### config.mk
export PLATFORM = sky130hd
export DESIGN_NAME = imem_loader_flat
export DESIGN_NICKNAME = d
export VERILOG_FILES = /design/src/rtl/imem_pkg.sv /design/src/rtl/imem_loader_if.sv /design/src/rtl/byte_packer.sv /design/src/rtl/imem_loader.sv /design/src/flat_wrapper.sv
export SDC_FILE = /design/constraint.sdc
export NUM_CORES = 1
export LEC_CHECK = 0
export CAP_MARGIN = 30
export CORE_MARGIN = 3
export CORE_UTILIZATION = 47
export DETAILED_ROUTE_END_ITERATION = 10
export PLACE_DENSITY_LB_ADDON = 0.15
export SKIP_CTS_REPAIR_TIMING = 1
export SYNTH_ARGS = -nofsm -noshare
export SYNTH_HDL_FRONTEND = slang
export SYNTH_SLANG_ARGS = --single-unit
### constraint.sdc
create_clock -name clk -period 1.83 [get_ports clk]
set_clock_uncertainty 0.15 [all_clocks]
set_input_delay 0.366 -clock clk [delete_from_list [all_inputs] [get_ports clk]]
set_output_delay 0.366 -clock clk [all_outputs]
set_load 0.05 [all_outputs]
### src/rtl/imem_pkg.sv
// Shared sizing and loader state encoding for the instruction-memory loader.
package imem_pkg;

   localparam int IMEM_ADDR_WIDTH = 6;
   localparam int IMEM_DATA_WIDTH = 32;
   localparam int IMEM_DEPTH      = 1 << IMEM_ADDR_WIDTH;

   typedef enum logic [2:0] {
      ST_IDLE    = 3'd0,
      ST_COLLECT = 3'd1,
      ST_WRITE   = 3'd2,
      ST_CHECK   = 3'd3,
      ST_DONE    = 3'd4
   } loader_state_t;

endpackage

### src/rtl/imem_loader_if.sv
// Byte-stream input and memory write port of the loader, bundled with
// master (loader side) and slave (source/memory side) modports.
interface imem_loader_if
   import imem_pkg::*;
#(
   parameter int ADDR_WIDTH = IMEM_ADDR_WIDTH,
   parameter int DATA_WIDTH = IMEM_DATA_WIDTH
);

   logic [7:0]            ByteIn;
   logic                  ByteValid;
   logic                  ByteReady;
   logic                  WriteEnable;
   logic [ADDR_WIDTH-1:0] WriteAddress;
   logic [DATA_WIDTH-1:0] WriteData;

   modport master (
      input  ByteIn, ByteValid,
      output ByteReady, WriteEnable, WriteAddress, WriteData
   );

   modport slave (
      output ByteIn, ByteValid,
      input  ByteReady, WriteEnable, WriteAddress, WriteData
   );

endinterface

### src/rtl/byte_packer.sv
// Shifts bytes in MSB-first into a word; WordFull flags the byte that completes it.
module byte_packer
   import imem_pkg::*;
#(
   parameter int DATA_WIDTH = IMEM_DATA_WIDTH
) (
   input  logic                  clk,
   input  logic                  rst_n,
   input  logic                  Clear,
   input  logic                  ShiftEn,
   input  logic [7:0]            ByteIn,
   output logic                  WordFull,
   output logic [DATA_WIDTH-1:0] Word
);

   localparam int BYTES_PER_WORD = DATA_WIDTH / 8;
   localparam int CNT_W          = (BYTES_PER_WORD > 1) ? $clog2(BYTES_PER_WORD) : 1;
   localparam logic [CNT_W-1:0] LAST_BYTE = CNT_W'(BYTES_PER_WORD - 1);

   logic [CNT_W-1:0] byte_cnt;

   always_ff @(posedge clk) begin
      if (!rst_n || Clear) begin
         byte_cnt <= '0;
         Word     <= '0;
      end else if (ShiftEn) begin
         Word     <= {Word[DATA_WIDTH-9:0], ByteIn};
         byte_cnt <= (byte_cnt == LAST_BYTE) ? '0 : byte_cnt + CNT_W'(1);
      end
   end

   // Asserted in the cycle the completing byte is being accepted
   assign WordFull = ShiftEn && (byte_cnt == LAST_BYTE);

endmodule

### src/rtl/imem_loader.sv
// Instruction-memory loader: packs a byte stream into words and writes them out.
// Optional trailing checksum word enabled by IMEM_LOADER_CHECKSUM_EN.
//
// state      | meaning
// -----------+----------------------------------------------------------
// ST_IDLE    | waiting for Start after reset
// ST_COLLECT | accepting bytes of the current word
// ST_WRITE   | one-cycle write strobe for the packed word
// ST_CHECK   | accepting the 4 checksum bytes (checksum build only)
// ST_DONE    | load complete, Done held until the next Start
module imem_loader
   import imem_pkg::*;
#(
   parameter int ADDR_WIDTH = IMEM_ADDR_WIDTH,
   parameter int DATA_WIDTH = IMEM_DATA_WIDTH
) (
   input  logic                  clk,
   input  logic                  rst_n,
   input  logic                  Start,
   input  logic [ADDR_WIDTH-1:0] StartAddress,
   input  logic [ADDR_WIDTH:0]   WordCount,
   imem_loader_if.master         bus,
   output logic                  Busy,
   output logic                  Done,
   output logic                  ChecksumOk
);

`ifdef IMEM_LOADER_CHECKSUM_EN
   localparam loader_state_t FINAL_ST = ST_CHECK;
`else
   localparam loader_state_t FINAL_ST = ST_DONE;
`endif

   loader_state_t state, state_nxt;

   logic [ADDR_WIDTH-1:0] addr;
   logic [ADDR_WIDTH-1:0] wr_addr_q;
   logic [ADDR_WIDTH:0]   words_left;
   logic [DATA_WIDTH-1:0] wr_data_q;
   logic [DATA_WIDTH-1:0] word;
   logic                  word_full;
   logic                  accept;
   logic                  start_take;
   logic                  byte_ready;
   logic                  write_enable;
   logic                  last_word;

   assign accept    = bus.ByteValid && byte_ready;
   assign last_word = (words_left == (ADDR_WIDTH+1)'(1));

   byte_packer #(
      .DATA_WIDTH (DATA_WIDTH)
   ) u_packer (
      .clk      (clk),
      .rst_n    (rst_n),
      .Clear    (start_take),
      .ShiftEn  (accept),
      .ByteIn   (bus.ByteIn),
      .WordFull (word_full),
      .Word     (word)
   );

   always_ff @(posedge clk) begin
      if (!rst_n) state <= ST_IDLE;
      else        state <= state_nxt;
   end

   always_comb begin
      state_nxt    = state;
      start_take   = 1'b0;
      byte_ready   = 1'b0;
      write_enable = 1'b0;
      Busy         = 1'b0;
      Done         = 1'b0;
      case (state)
         ST_IDLE, ST_DONE: begin
            Done = (state == ST_DONE);
            if (Start) begin
               start_take = 1'b1;
               state_nxt  = (WordCount == '0) ? FINAL_ST : ST_COLLECT;
            end
         end
         ST_COLLECT: begin
            Busy       = 1'b1;
            byte_ready = 1'b1;
            if (word_full) state_nxt = ST_WRITE;
         end
         ST_WRITE: begin
            Busy         = 1'b1;
            write_enable = 1'b1;
            state_nxt    = last_word ? FINAL_ST : ST_COLLECT;
         end
`ifdef IMEM_LOADER_CHECKSUM_EN
         ST_CHECK: begin
            Busy       = 1'b1;
            byte_ready = 1'b1;
            if (word_full) state_nxt = ST_DONE;
         end
`endif
         default: state_nxt = ST_IDLE;
      endcase
   end

   always_ff @(posedge clk) begin
      if (!rst_n) begin
         addr       <= '0;
         words_left <= '0;
         wr_addr_q  <= '0;
         wr_data_q  <= '0;
      end else begin
         if (start_take) begin
            addr       <= StartAddress;
            words_left <= WordCount;
         end
         if (state == ST_WRITE) begin
            wr_addr_q  <= addr;
            wr_data_q  <= word;
            addr       <= addr + ADDR_WIDTH'(1);
            words_left <= words_left - (ADDR_WIDTH+1)'(1);
         end
      end
   end

   // Write port shows the live word during the strobe, then holds it
   assign bus.ByteReady    = byte_ready;
   assign bus.WriteEnable  = write_enable;
   assign bus.WriteAddress = (state == ST_WRITE) ? addr : wr_addr_q;
   assign bus.WriteData    = (state == ST_WRITE) ? word : wr_data_q;

`ifdef IMEM_LOADER_CHECKSUM_EN
   logic [DATA_WIDTH-1:0] xor_acc;
   logic                  checksum_ok;

   always_ff @(posedge clk) begin
      if (!rst_n) begin
         xor_acc     <= '0;
         checksum_ok <= 1'b1;
      end else begin
         if (start_take) begin
            xor_acc     <= '0;
            checksum_ok <= 1'b0;
         end
         if (state == ST_WRITE) xor_acc <= xor_acc ^ word;
         if (state == ST_CHECK && word_full)
            checksum_ok <= ({word[DATA_WIDTH-9:0], bus.ByteIn} == xor_acc);
      end
   end

   assign ChecksumOk = checksum_ok;
`else
   assign ChecksumOk = 1'b1;
`endif

endmodule
### src/flat_wrapper.sv
// flat-port wrapper written by rule: the top's interface ports become plain ports
module imem_loader_flat import imem_pkg::*;
#(
   parameter int ADDR_WIDTH = IMEM_ADDR_WIDTH,
   parameter int DATA_WIDTH = IMEM_DATA_WIDTH
)
  (clk, rst_n, Start, StartAddress, WordCount, Busy, Done, ChecksumOk, bus_ByteIn, bus_ByteValid, bus_ByteReady, bus_WriteEnable, bus_WriteAddress, bus_WriteData);
  imem_loader_if #(.ADDR_WIDTH(ADDR_WIDTH), .DATA_WIDTH(DATA_WIDTH)) bus_i ();
  input  logic clk;
  input  logic rst_n;
  input  logic Start;
  input  logic [ADDR_WIDTH-1:0] StartAddress;
  input  logic [ADDR_WIDTH:0] WordCount;
  output logic Busy;
  output logic Done;
  output logic ChecksumOk;
  input wire logic [$bits(bus_i.ByteIn)-1:0] bus_ByteIn;
  input wire logic [$bits(bus_i.ByteValid)-1:0] bus_ByteValid;
  output wire logic [$bits(bus_i.ByteReady)-1:0] bus_ByteReady;
  output wire logic [$bits(bus_i.WriteEnable)-1:0] bus_WriteEnable;
  output wire logic [$bits(bus_i.WriteAddress)-1:0] bus_WriteAddress;
  output wire logic [$bits(bus_i.WriteData)-1:0] bus_WriteData;
  assign bus_i.ByteIn = bus_ByteIn;
  assign bus_i.ByteValid = bus_ByteValid;
  assign bus_ByteReady = bus_i.ByteReady;
  assign bus_WriteEnable = bus_i.WriteEnable;
  assign bus_WriteAddress = bus_i.WriteAddress;
  assign bus_WriteData = bus_i.WriteData;
  imem_loader #(.ADDR_WIDTH(ADDR_WIDTH), .DATA_WIDTH(DATA_WIDTH)) u_core (.clk(clk), .rst_n(rst_n), .Start(Start), .StartAddress(StartAddress), .WordCount(WordCount), .bus(bus_i), .Busy(Busy), .Done(Done), .ChecksumOk(ChecksumOk));
endmodule
==> results of run 1 <==
==> kinds of logic after synthesis <==
| group | Yosys count |
|---|---|
| AND/OR/NAND/NOR | 266 |
| adder cells (fa/ha/maj) | 4 |
| other | 1 |
| AO/OA/AOI/OAI | 70 |
| flip-flops | 88 |
| buffers and inverters | 33 |
==> power by group <==
part           internal [mW]  switching, mW  total (mW)
registers               1.95         0.0399        1.99
clock network          0.663          0.762        1.43
logic                  0.216          0.242       0.458
==> cell usage in the layout, fill, tap and decap left out, drive strengths merged, types with 4 or more instances in the layout <==
cell / instances
nand2: 190
nand3: 5
a21oi: 39
o21ai: 7
inv: 5
dfxtp: 88
a21boi: 6
nor3: 4
nor2: 8
clkdlybuf4s50: 24
clkbuf: 13
buf: 75
ha: 4
and2: 40
==> flip-flops by register name, summed over array words and instances (netlist names) <==
register and flops:
u_core.wr_data_q 32, u_core.addr 6, u_core.u_packer.byte_cnt 2, u_core.u_packer.Word 32, u_core.state 3, u_core.wr_addr_q 6
u_core.words_left 7
==> per-layer routing <==
| layer | wire length (um) | vias up | global-route usage |
|---|---|---|---|
| met5 | 0 | - | 0 |
| met4 | 319 | 0 | 0.09988 |
| met3 | 502 | 33 | 0.05048 |
| met2 | 5116 | 126 | 0.3580 |
| met1 | 4254 | 1664 | 0.2678 |
| li1 | - | 1680 | - |
==> stage by stage <==
| stage | std cells | power [mW] | cell area (um2) | setup WS (ns) |
|---|---|---|---|---|
| 2_1_floorplan | 462 | 2.239 | 3923 | -0.05817 |
| 3_3_place_gp | 625 | 2.428 | 5216 | -0.2733 |
| 3_5_place_dp | 625 | 2.441 | 5216 | -0.2845 |
| 4_1_cts | 641 | 3.837 | 5429 | -0.5613 |
| 5_1_grt | 650 | 3.996 | 5787 | -0.4642 |
| 6_report | 650 | 3.872 | 5787 | -0.4205 |
==> worst max-delay path: stages (launching register included) <==
cell and delay, ns:
dfxtp_2 0.33, or3b_4 0.46, clkinv_8 0.12, clkbuf_16 0.18, nand2_4 0.06, nand2_4 0.09, buf_12 0.13
==> layout make-up <==
type,instances,area [um2],area share
multi-input combinational,341,2138,0.3695
sequential,88,1767,0.3053
timing repair buffer,103,1521,0.2629
clock buffer,9,123.9,0.02141
tap,99,123.9,0.02141
clock inverter,7,88.84,0.01535
inverter,3,23.77,0.004108
==> path summary, 6_finish.rpt <==
| path | start | end | depth (start not counted) |
|---|---|---|---|
| max | u_core.state[0] | bus_WriteData[22] | 6 |
| min | u_core.u_packer.Word[26] | u_core.u_packer.Word[26] | 2 |
| max reg2reg | u_core.state[0] | u_core.addr[4] | 7 |
| min reg2reg | u_core.u_packer.Word[26] | u_core.u_packer.Word[26] | 2 |
==> metrics.md, run 1 <==
| Metric | Value |
|---|---|
| GP Congestion | `0.9546` |
| Filler cell count | `453` |
| Number of diodes | `0` |
| Root Buffer | `clkbuf_8` |
| Post-Synth Simple-Gate Area | `0.3299` |
| Clock Path Buffers | `2` |
| XOR/XNOR share of the synthesized area | `0` |
| Synthesized instance count | `462` |
| Clk sinks | `88` |
| Pleak | `~2.4 nW` |
| First-pass GRT wire length | `15.14 mm` |
| Max Clock Freq | `between 0.4 and 0.5 GHz` |
| Clock buffer count from CTS | `9` |
| I/O Pins | `68` |
| DRC | `0` |
| Initial Util | `0.4900` |
| Via-to-Cell Ratio | `about 5.4` |
| Fin crit share | `1.230` |
| Hold_ws | `0.3120 ns` |
| Drt pass-1 iters | `5` |
| Largest net degree at the start of global routing | `35` |
| Layout cells sized above 1 | `0.3321` |
| Max Cap Viol | `0` |
| Yosys top cell area share | `0.4879` |
| PwrDens | `669.0 nW/um2` |
| CP Data Arrival Time | `between 1.5 and 2 ns` |
| Synth Area in Adders | `0.01386` |
| Library cells used by synthesis | `48` |
| Final core area utilization | `0.7852` |
| Status | `finished, violations left` |
| Synth Area in Compound Gates | `0.1188` |
| Post-DP HPWL | `roughly 6.3 mm` |
| DR WL/cell | `15.68 um` |
| Final setup violating endpoints | `45` |
| GRT overflow | `0` |
| Synth Register Bits | `88` |
| Clk_lat worst skew | `between 0.3 and 0.4 ns` |
| Async SR Flop Fraction | `0` |
| Routed vias | `3503` |
| Path type of the worst setup path | `reg2out` |
| CTS H-tree lvls | `3` |
| Peak supply drop | `0.4630 mV` |
| CTS tree | `done` |
| Chip height | `around 94 um` |
| Final setup TNS | `-16.13 ns` |
| RSZ-0062 raised after global routing | `yes` |
| Cell Area, Synth | `3611 um2` |
| Final wirelength | `10.19 mm` |
| P&R area growth vs syn | `60.26%` |
| Most frequent cells after synthesis | `nand2_1, dfxtp_1, and2_1, a21oi_1, clkbuf_1` |
| Seq/Total Area, Yosys | `0.4879` |
| CP Max Fanout | `7` |
| Violated checks | `setup timing` |
| Worst R2R Setup Slack | `-0.10 ns` |
| Slew Limit Fails | `0` |
| Crit start category | `flop` |
| EDFF count, synth | `0` |
| Mux share of post-synthesis cell area | `0` |
| Worst min-delay path class | `reg2reg` |
| Final Hold Vio Count | `0` |
| Syn Nets | `491` |
| Initial antenna violation count | `0` |
| Crit path time final | `2.251 ns` |
| Main combinational cell family by area after synthesis | `simple AND/OR/NAND/NOR gates` |
| Yosys warns | `0` |
| Syn_area_per_cell | `7.816 um2` |
| Final worst setup slack | `-0.4205 ns` |
| Buffers on Ports | `66` |
| Leading area contributor after synthesis | `dfxtp_1` |
| Worst Path Required | `1.31 ns` |
| ANT nets after route | `0` |
| Fin nets | `575` |
| Cell with the most instances after synthesis | `nand2_1` |
| Core area | `7370 um2` |
| Clk pin slew, worst setup/hold paths | `0.09 ns` |
| # rows | `31` |
| Vias in the first global route | `roughly 3300` |
| GRT Total Usage | `0.2167` |
| Top cells by area, synth | `dfxtp_1, nand2_1, and2_1` |
| Crit path capture type | `primary output` |
| Ys flop type | `dfxtp_1` |
| DIE AREA | `8770 um2` |
| DRT iter0 DRCs | `between 150 and 200` |
| Die width | `93.65 um` |
Note: power is estimated with default switching activity, not from simulation.
==> inputs of run 2 (changes only) <==
--- a/config.mk
+++ b/config.mk
@@ -5,7 +5,7 @@
 export SDC_FILE = /design/constraint.sdc
 export NUM_CORES = 1
 export LEC_CHECK = 0
-export CAP_MARGIN = 30
+export CAP_MARGIN = 40
 export CORE_MARGIN = 3
 export CORE_UTILIZATION = 47
 export DETAILED_ROUTE_END_ITERATION = 10
==> results of run 2 <==
Same layout as run 1: the final DEF is identical, and so are final timing and power.
